### src/rtl/alu_issue_ctrl.sv
// alu_issue_ctrl: multi-cycle issue controller between instruction fetch and
// the register file / ALU pair. Each instruction runs through four phases:
// accept, decode plus operand read, execute, and retire. On retire it either
// writes back a result, resolves a branch, or flags the instruction as illegal.
module alu_issue_ctrl (
  input  logic        clk_i,
  input  logic        rst_ni,
  input  logic        instr_valid_i,
  input  logic [31:0] instr_i,
  output logic        instr_ready_o,
  output logic [4:0]  rf_ra1_o,
  output logic [4:0]  rf_ra2_o,
  input  logic [31:0] rf_rd1_i,
  input  logic [31:0] rf_rd2_i,
  output logic [31:0] alu_i1_o,
  output logic [31:0] alu_i2_o,
  output logic [4:0]  alu_sel_o,
  input  logic [31:0] alu_o_i,
  input  logic        alu_zero_i,
  output logic        wb_en_o,
  output logic [4:0]  wb_addr_o,
  output logic [31:0] wb_data_o,
  output logic        br_valid_o,
  output logic        br_taken_o,
  output logic [31:0] br_offset_o,
  output logic        illegal_o,
  output logic        done_o
);

  typedef enum logic [1:0] {IDLE, DECODE, EXEC, RETIRE} state_t;
  typedef enum logic [1:0] {CLS_WB, CLS_BR, CLS_ILL} cls_t;

  localparam logic [4:0] SEL_ROLV = 5'd0;
  localparam logic [4:0] SEL_RORV = 5'd1;
  localparam logic [4:0] SEL_NOT  = 5'd2;
  localparam logic [4:0] SEL_NORI = 5'd7;
  localparam logic [4:0] SEL_ADD  = 5'd16;
  localparam logic [4:0] SEL_NOR  = 5'd19;

  localparam logic [5:0] OP_RTYPE = 6'h00;
  localparam logic [5:0] OP_ADDI  = 6'h08;
  localparam logic [5:0] OP_NORI  = 6'h0E;
  localparam logic [5:0] OP_BLEU  = 6'h1C;

  localparam logic [5:0] FN_ADD  = 6'h20;
  localparam logic [5:0] FN_NOR  = 6'h27;
  localparam logic [5:0] FN_ROLV = 6'h1C;
  localparam logic [5:0] FN_RORV = 6'h1D;
  localparam logic [5:0] FN_NOT  = 6'h1E;

  state_t      state_q, state_d;
  logic [31:0] instr_q;
  cls_t        cls_q;
  logic [4:0]  dest_q;
  logic [31:0] alu_i1_q, alu_i2_q;
  logic [4:0]  alu_sel_q;
  logic [4:0]  wb_addr_q;
  logic [31:0] wb_data_q;
  logic        br_taken_q;
  logic [31:0] br_offset_q;

  logic [5:0]  opcode, funct;
  logic [31:0] imm_sext, imm_zext;
  cls_t        dec_cls;
  logic [4:0]  dec_sel, dec_dest;
  logic [31:0] dec_i1, dec_i2;

  assign opcode   = instr_q[31:26];
  assign funct    = instr_q[5:0];
  assign imm_sext = {{16{instr_q[15]}}, instr_q[15:0]};
  assign imm_zext = {16'h0000, instr_q[15:0]};

  // Decode the latched instruction into class, selector, operands and destination
  always_comb begin
    dec_cls  = CLS_ILL;
    dec_sel  = SEL_ADD;
    dec_i1   = rf_rd1_i;
    dec_i2   = rf_rd2_i;
    dec_dest = instr_q[15:11];
    case (opcode)
      OP_RTYPE: begin
        case (funct)
          FN_ADD:  begin dec_cls = CLS_WB; dec_sel = SEL_ADD; end
          FN_NOR:  begin dec_cls = CLS_WB; dec_sel = SEL_NOR; end
          FN_ROLV: begin dec_cls = CLS_WB; dec_sel = SEL_ROLV; dec_i1 = {29'd0, rf_rd1_i[2:0]}; end
          FN_RORV: begin dec_cls = CLS_WB; dec_sel = SEL_RORV; dec_i1 = {29'd0, rf_rd1_i[2:0]}; end
          FN_NOT:  begin dec_cls = CLS_WB; dec_sel = SEL_NOT;  dec_i2 = 32'd0; end
          default: dec_cls = CLS_ILL;
        endcase
      end
      OP_ADDI: begin
        dec_cls  = CLS_WB;
        dec_sel  = SEL_ADD;
        dec_i2   = imm_sext;
        dec_dest = instr_q[20:16];
      end
      OP_NORI: begin
        dec_cls  = CLS_WB;
        dec_sel  = SEL_NORI;
        dec_i2   = imm_zext;
        dec_dest = instr_q[20:16];
      end
      OP_BLEU: begin
        dec_cls = CLS_BR;
        dec_sel = SEL_ADD;
      end
      default: dec_cls = CLS_ILL;
    endcase
  end

  // Phase sequencing; illegal instructions skip the execute phase
  always_comb begin
    state_d = state_q;
    case (state_q)
      IDLE:    if (instr_valid_i) state_d = DECODE;
      DECODE:  state_d = (dec_cls == CLS_ILL) ? RETIRE : EXEC;
      EXEC:    state_d = RETIRE;
      RETIRE:  state_d = IDLE;
      default: state_d = IDLE;
    endcase
  end

  // State, instruction latch, ALU operand registers and retire result registers
  always_ff @(posedge clk_i) begin
    if (!rst_ni) begin
      state_q     <= IDLE;
      instr_q     <= 32'd0;
      cls_q       <= CLS_WB;
      dest_q      <= 5'd0;
      alu_i1_q    <= 32'd0;
      alu_i2_q    <= 32'd0;
      alu_sel_q   <= SEL_ADD;
      wb_addr_q   <= 5'd0;
      wb_data_q   <= 32'd0;
      br_taken_q  <= 1'b0;
      br_offset_q <= 32'd0;
    end else begin
      state_q <= state_d;
      if (state_q == IDLE && instr_valid_i) begin
        instr_q <= instr_i;
      end
      if (state_q == DECODE) begin
        cls_q  <= dec_cls;
        dest_q <= dec_dest;
        if (dec_cls != CLS_ILL) begin
          alu_i1_q  <= dec_i1;
          alu_i2_q  <= dec_i2;
          alu_sel_q <= dec_sel;
        end
      end
      if (state_q == EXEC) begin
        if (cls_q == CLS_WB && dest_q != 5'd0) begin
          wb_addr_q <= dest_q;
          wb_data_q <= alu_o_i;
        end
        if (cls_q == CLS_BR) begin
          br_taken_q  <= alu_zero_i;
          br_offset_q <= {imm_sext[29:0], 2'b00};
        end
      end
    end
  end

  assign instr_ready_o = (state_q == IDLE);
  assign rf_ra1_o      = instr_q[25:21];
  assign rf_ra2_o      = instr_q[20:16];
  assign alu_i1_o      = alu_i1_q;
  assign alu_i2_o      = alu_i2_q;
  assign alu_sel_o     = alu_sel_q;
  assign wb_addr_o     = wb_addr_q;
  assign wb_data_o     = wb_data_q;
  assign br_taken_o    = br_taken_q;
  assign br_offset_o   = br_offset_q;
  assign done_o        = (state_q == RETIRE);
  assign wb_en_o       = (state_q == RETIRE) && (cls_q == CLS_WB) && (dest_q != 5'd0);
  assign br_valid_o    = (state_q == RETIRE) && (cls_q == CLS_BR);
  assign illegal_o     = (state_q == RETIRE) && (cls_q == CLS_ILL);

endmodule

### config.mk
export PLATFORM = sky130hd
export DESIGN_NAME = alu_issue_ctrl
export DESIGN_NICKNAME = d
export VERILOG_FILES = /design/src/rtl/alu_issue_ctrl.sv
export SDC_FILE = /design/constraint.sdc
export NUM_CORES = 1
export LEC_CHECK = 0
export CAP_MARGIN = 10
export CORE_MARGIN = 4
export CORE_UTILIZATION = 43
export DETAILED_ROUTE_END_ITERATION = 8
export PLACE_DENSITY = 0.81
export SYNTH_ARGS = -nofsm -noshare
export SYNTH_HDL_FRONTEND = slang
export SYNTH_SLANG_ARGS = --single-unit
export TNS_END_PERCENT = 1
### constraint.sdc
create_clock -name clk_i -period 2.7 [get_ports clk_i]
set_clock_uncertainty 0.15 [all_clocks]
set_input_delay 0.27 -clock clk_i [delete_from_list [all_inputs] [get_ports clk_i]]
set_output_delay 0.27 -clock clk_i [all_outputs]
set_load 0.02 [all_outputs]
### Word-level counts from Yosys, hierarchy flattened

Cells that the tools add are included.

* register bits after elaboration: 164
* input bits: 132
* output and inout bits: 154
* logic and storage cells: 55

* equal/unequal tests: 16
* muxes and demuxes: 12
* reduce and logical (&&, ||, !) cells: 16

Operator list (count)
* $mux 32: 3
* $pmux 32 s3: 1
* $eq 6x5->1 const B: 4
* $pmux 5 s4: 1
* $eq 6x4->1 const B: 2
* $eq 6x6->1 const B: 2
* $pmux 5 s2: 1
* $eq 2x2->1 const B: 4
* $pmux 2 s4: 1
* $logic_and 1x1->1: 6
* $logic_not 6->1: 1
* $pmux 2 s3: 1
* $reduce_and 2->1: 3
* $mux 5: 1
* $reduce_bool 5->1: 1
* $reduce_or 5->1: 1
* $eq 2x1->1 const B: 2
* $logic_not 2->1: 2
* $mux 2: 2
* $ne 2x2->1 const B: 2
* $reduce_or 2->1: 2
* $mux 1: 1

### Depth between registers and ports, before layout

* depth after elaboration: 7
* gate-level depth with buffers: 8
* gate-level depth less buffers: 5

### Worst setup path before layout

No wires, ideal clock.

* kind: register to register
* start: register instr_q[27]
* end: register alu_i2_q[21] (netlist: alu_i2_o[21])
* arrival: 1696 ps
* slack: 707 ps
* cell stages (with the launch flop): 9
* clock period less this slack: 1993 ps
* cell sequence: dfxtp_1 buf_6 or3_1 a311oi_2 a211oi_2 buf_2 buf_6 a21oi_1 a211oi_1

* word-level cells in the longest chain between the ends: 5
* elaborated cells between the ends (all ways): 9
* classes of those cells: eq/ne (4); mux (2); reduce/logical (3)

Ends and longest elaborated chain
* from (decl): line 52 `logic [31:0] instr_q;`
* from (signal assigned): line 140 `instr_q <= instr_i;`
* $eq 6x4->1: line 80 `case (opcode)`
* $reduce_or 2->1 (no line)
* $pmux 2 s3: line 80
* $ne 2x2->1: line 145 `if (dec_cls != CLS_ILL) begin`
* $reduce_and 2->1 (no line)
* to (signal assigned): line 147 `alu_i2_q <= dec_i2;`
* to (decl): line 55 `logic [31:0] alu_i1_q, alu_i2_q;`

Parallel ways exist; a longest one is shown, timed or not.
A chain may end at the register's enable or synchronous reset.

### Final worst setup path

* start: register dest_q[1]
* end: output port wb_en_o

* word-level cells in the longest chain between the ends: 2

Ends and longest elaborated chain
* from (decl): line 54 `logic [4:0] dest_q;`
* from (signal assigned): line 144 `dest_q <= dec_dest;`
* $reduce_bool 5->1: line 175 `assign wb_en_o = (state_q == RETIRE) && (cls_q == CLS_WB) && (dest_q != 5'd0);`
* $logic_and 1x1->1: line 175
* to (decl): line 20 `output logic wb_en_o,`

No other way between the ends.

==> flow_summary.yaml <==
place:
  hpwl_microns: 15200
  place_congestion: 0.899
  port_buffers: 282
  pre_cts_slack_ns: -0.0151
  dp_cells: 1248
sta:
  post-route-period-util_pct: 95.8
  rsz0062_at_grt: "false"
  slew_viol_final: 0
  hold_viol: 0
  max-slew-margin-rel_pct: 29.9
  worst_slew_pin_slew_ns: 1.05
  report.final.setup_viol: 0
  fin_tns_setup_ns: 0
  whs_ns: 0.247
  setup_slack_ns: 0.115
  fin_crit_ns: 2.59
  fmax_ghz: 0.387
power:
  combPwrFrac_pct: 39.6
  irDropWorstVdd_mv: 0.484
  p_int_mw: 5.98
  leakage_nw: 3.46
  power.switching_mw: 3.63
  p_total_mw: 9.61
  power_frac_seq_pct: 33.5
  power_density_nw_per_um2: 929
  switching_share_pct: 37.8
  p_clk_share_pct: 26.9
synthesis:
  synth_compound_area_share_pct: 23.5
  synth_simple_gate_area_share_pct: 19.5
  ys_seq_area_share_pct: 47.0
  yosysMostFrequentCell: "nand2_1"
  synth.area.mux_share_pct: 0.144
  synth_edf_count: 0
  synth_top_area_share_pct: 47.0
  ys_seq_elements: 163
  yosys_most_used_dff: "dfxtp_1"
  synth_top_family_by_area: "compound AO/OA/AOI/OAI gates"
  synth_xor_area_share_pct: 0.252
  yosys_warnings: 0
  synthCells: 837
  synthAdderAreaFrac_pct: 0.721
  synth_top_cells_by_count: "nand2_1 (183), dfxtp_1 (163), a21oi_1 (146)"
  async_flop_share_pct: 0
  netlist-cell-type-count: 48
  synth_largest_area_cell: "dfxtp_1"
  syn_avg_cell_area_sq_um: 8.29
  syn_area_sq_um: 6940
  synthTopCellsByArea: "dfxtp_1 (47%), a21oi_1 (11%), nand2_1 (9.9%)"
setup_path:
  slowest_delay_ns: 0.57
  cp.arrival_ns: 2.17
  worstSetupEndpointType: "output port"
  cp_slowest_cell: "clkdlybuf4s50_1"
  criticalPathCategory: "reg2out"
  required_ns: 2.28
  path_cells: "or4_1 > o21bai_2 > nor3b_1 > clkdlybuf4s50_1"
  startpoint_type: "register"
  cp_max_fo: 3
  reg2reg_depth: 6
clock_tree:
  cts_root_buffer: "clkbuf_16"
  h-tree-depth: 4
  clock-sinks: 163
  cts_made_buffers: 17
  clk_pin_slew_worst_paths_ns: 0.07
  clock_latency_ns: 0.42
  cts_buffer_depth: 2
  cts_tree: "done"
  post-cts-setup-buffers: 0
detailed_routing:
  drtIter0Drc: 381
  wl_per_cell_microns: 17.5
  vias: 6855
  wl_microns: 22400
  ant_nets: 0
  vias_per_cell: 5.35
  first_pass_iters: 5
  remaining_drc_errors: 0
final_layout:
  layout.cells.non_filler: 1281
  drive_above_1_share_pct: 9.49
  nNetsFinal: 1188
  area_growth_pct: 49.0
global_route:
  busiest_layer: "met2"
  overflow: 0
  grt_pass1_vias: 6664
  grt_util_met1_pct: 29.9
  gr-usage-met3_pct: 5.96
  gr-usage-met2_pct: 39.6
  grt_pass1_wl_microns: 35100
  grt_max_degree: 79
  grtUsageTotal_pct: 23.8
  antenna_found_initial: 1
flow_run:
  cap_violations: 0
die:
  die_h_microns: 135
  start_util_pct: 43.8
  dieWidth_microns: 135
  core_sq_um: 15800
  ios: 286
  rows: 46
  dieArea_sq_um: 18200
min_path:
  hold_depth: 3
  worstHoldPathType: "in2reg"
outcome:
  outcome: "finished clean"
==> power by group through the flow <==
stage | registers [mW] | clock network (mW) | logic, mW
floorplan | 3.56 | 0 | 2.06
global placement | 3.24 | 0 | 3.72
detailed placement | 3.26 | 0 | 3.76
CTS | 3.21 | 2.63 | 3.81
global route | 3.28 | 2.74 | 4.09
finish | 3.22 | 2.58 | 3.81
==> layout make-up <==
type | count | area, sq um
Antenna cell | 1 | 2.50
Clock buffer | 19 | 453
Clock inverter | 12 | 180
Fill cell | 1334 | 5480
Inverter | 7 | 31.3
Multi-Input combinational cell | 562 | 3130
Sequential cell | 163 | 3260
Tap cell | 216 | 270
Timing Repair Buffer | 301 | 3020
==> metal layers <==
metal	up-vias	wire [microns]
met5	-	0
met4	0	689
met3	44	1620
met2	278	10800
met1	3195	9330
li1	3338	-
==> repair_timing <==
| action | CTS | global route |
|---|---|---|
| cloned | 1 | 0 |
| pin swaps | 1 | 0 |
| endpoints found under the setup margin | 10 | 15 |
| resized for setup | 1 | 1 |
| hold buffers | 0 | 0 |
==> worst paths after layout <==
| kind | to | from | slack (ns) |
|---|---|---|---|
| setup reg to reg | alu_i1_o[20] | instr_q[27] | 0.28 |
| setup / recovery | wb_en_o | dest_q[1] | 0.11 |
| hold reg to reg | instr_q[22] | instr_q[22] | 0.30 |
| hold / removal | instr_q[7] | instr_i[7] | 0.25 |
==> metrics by stage <==
| step | instance area (sq um) | util (%) |
|---|---|---|
| finish | 10300 | 65.4 |
| global route | 10300 | 65.4 |
| CTS | 10300 | 65.3 |
| detailed placement | 9690 | 61.2 |
| global placement | 9690 | 61.2 |
| floorplan | 6950 | - |
==> critical path, delay by kind of cell, from the launching register on <==
| kind | cells | cell delay (ns) |
|---|---|---|
| AO/OA/AOI/OAI | 1 | 0.22 |
| AND/OR/NAND/NOR | 2 | 0.63 |
| buffers and inverters | 1 | 0.57 |
| flip-flops | 1 | 0.33 |
==> registers in the layout (all words and copies together) (netlist names), 2 cells and up <==
signal and cells:
wb_data_o 32, state_q 2, alu_sel_o 4, instr_q 32, cls_q 2, dest_q 5, br_offset_o 16, alu_i1_o 32
alu_i2_o 32, wb_addr_o 5
==> cell usage in the layout (no fill, tap or decap), types with 12 or more instances in the layout <==
cell             count
dfxtp_1            163
nand4_1             34
a211oi_2            17
a21oi_1            146
o21ai_0             24
clkbuf_16           17
a31oi_1             19
a311oi_2            12
nor2_1              13
nand2_1            183
o21ai_1             14
buf_4               15
clkdlybuf4s50_1    282
nand3_1             37
==> logic make-up (layout without fill, tap and decap cells) <==
group | Yosys count | after routing
AO/OA/AOI/OAI | 255 | 255
XOR/XNOR | 2 | 2
adder cells (fa/ha/maj) | 4 | 4
buffers and inverters | 115 | 339
flip-flops | 163 | 163
multiplexers | 1 | 1
other | 1 | 4
AND/OR/NAND/NOR | 296 | 297
(Power assumes the default switching activity.)
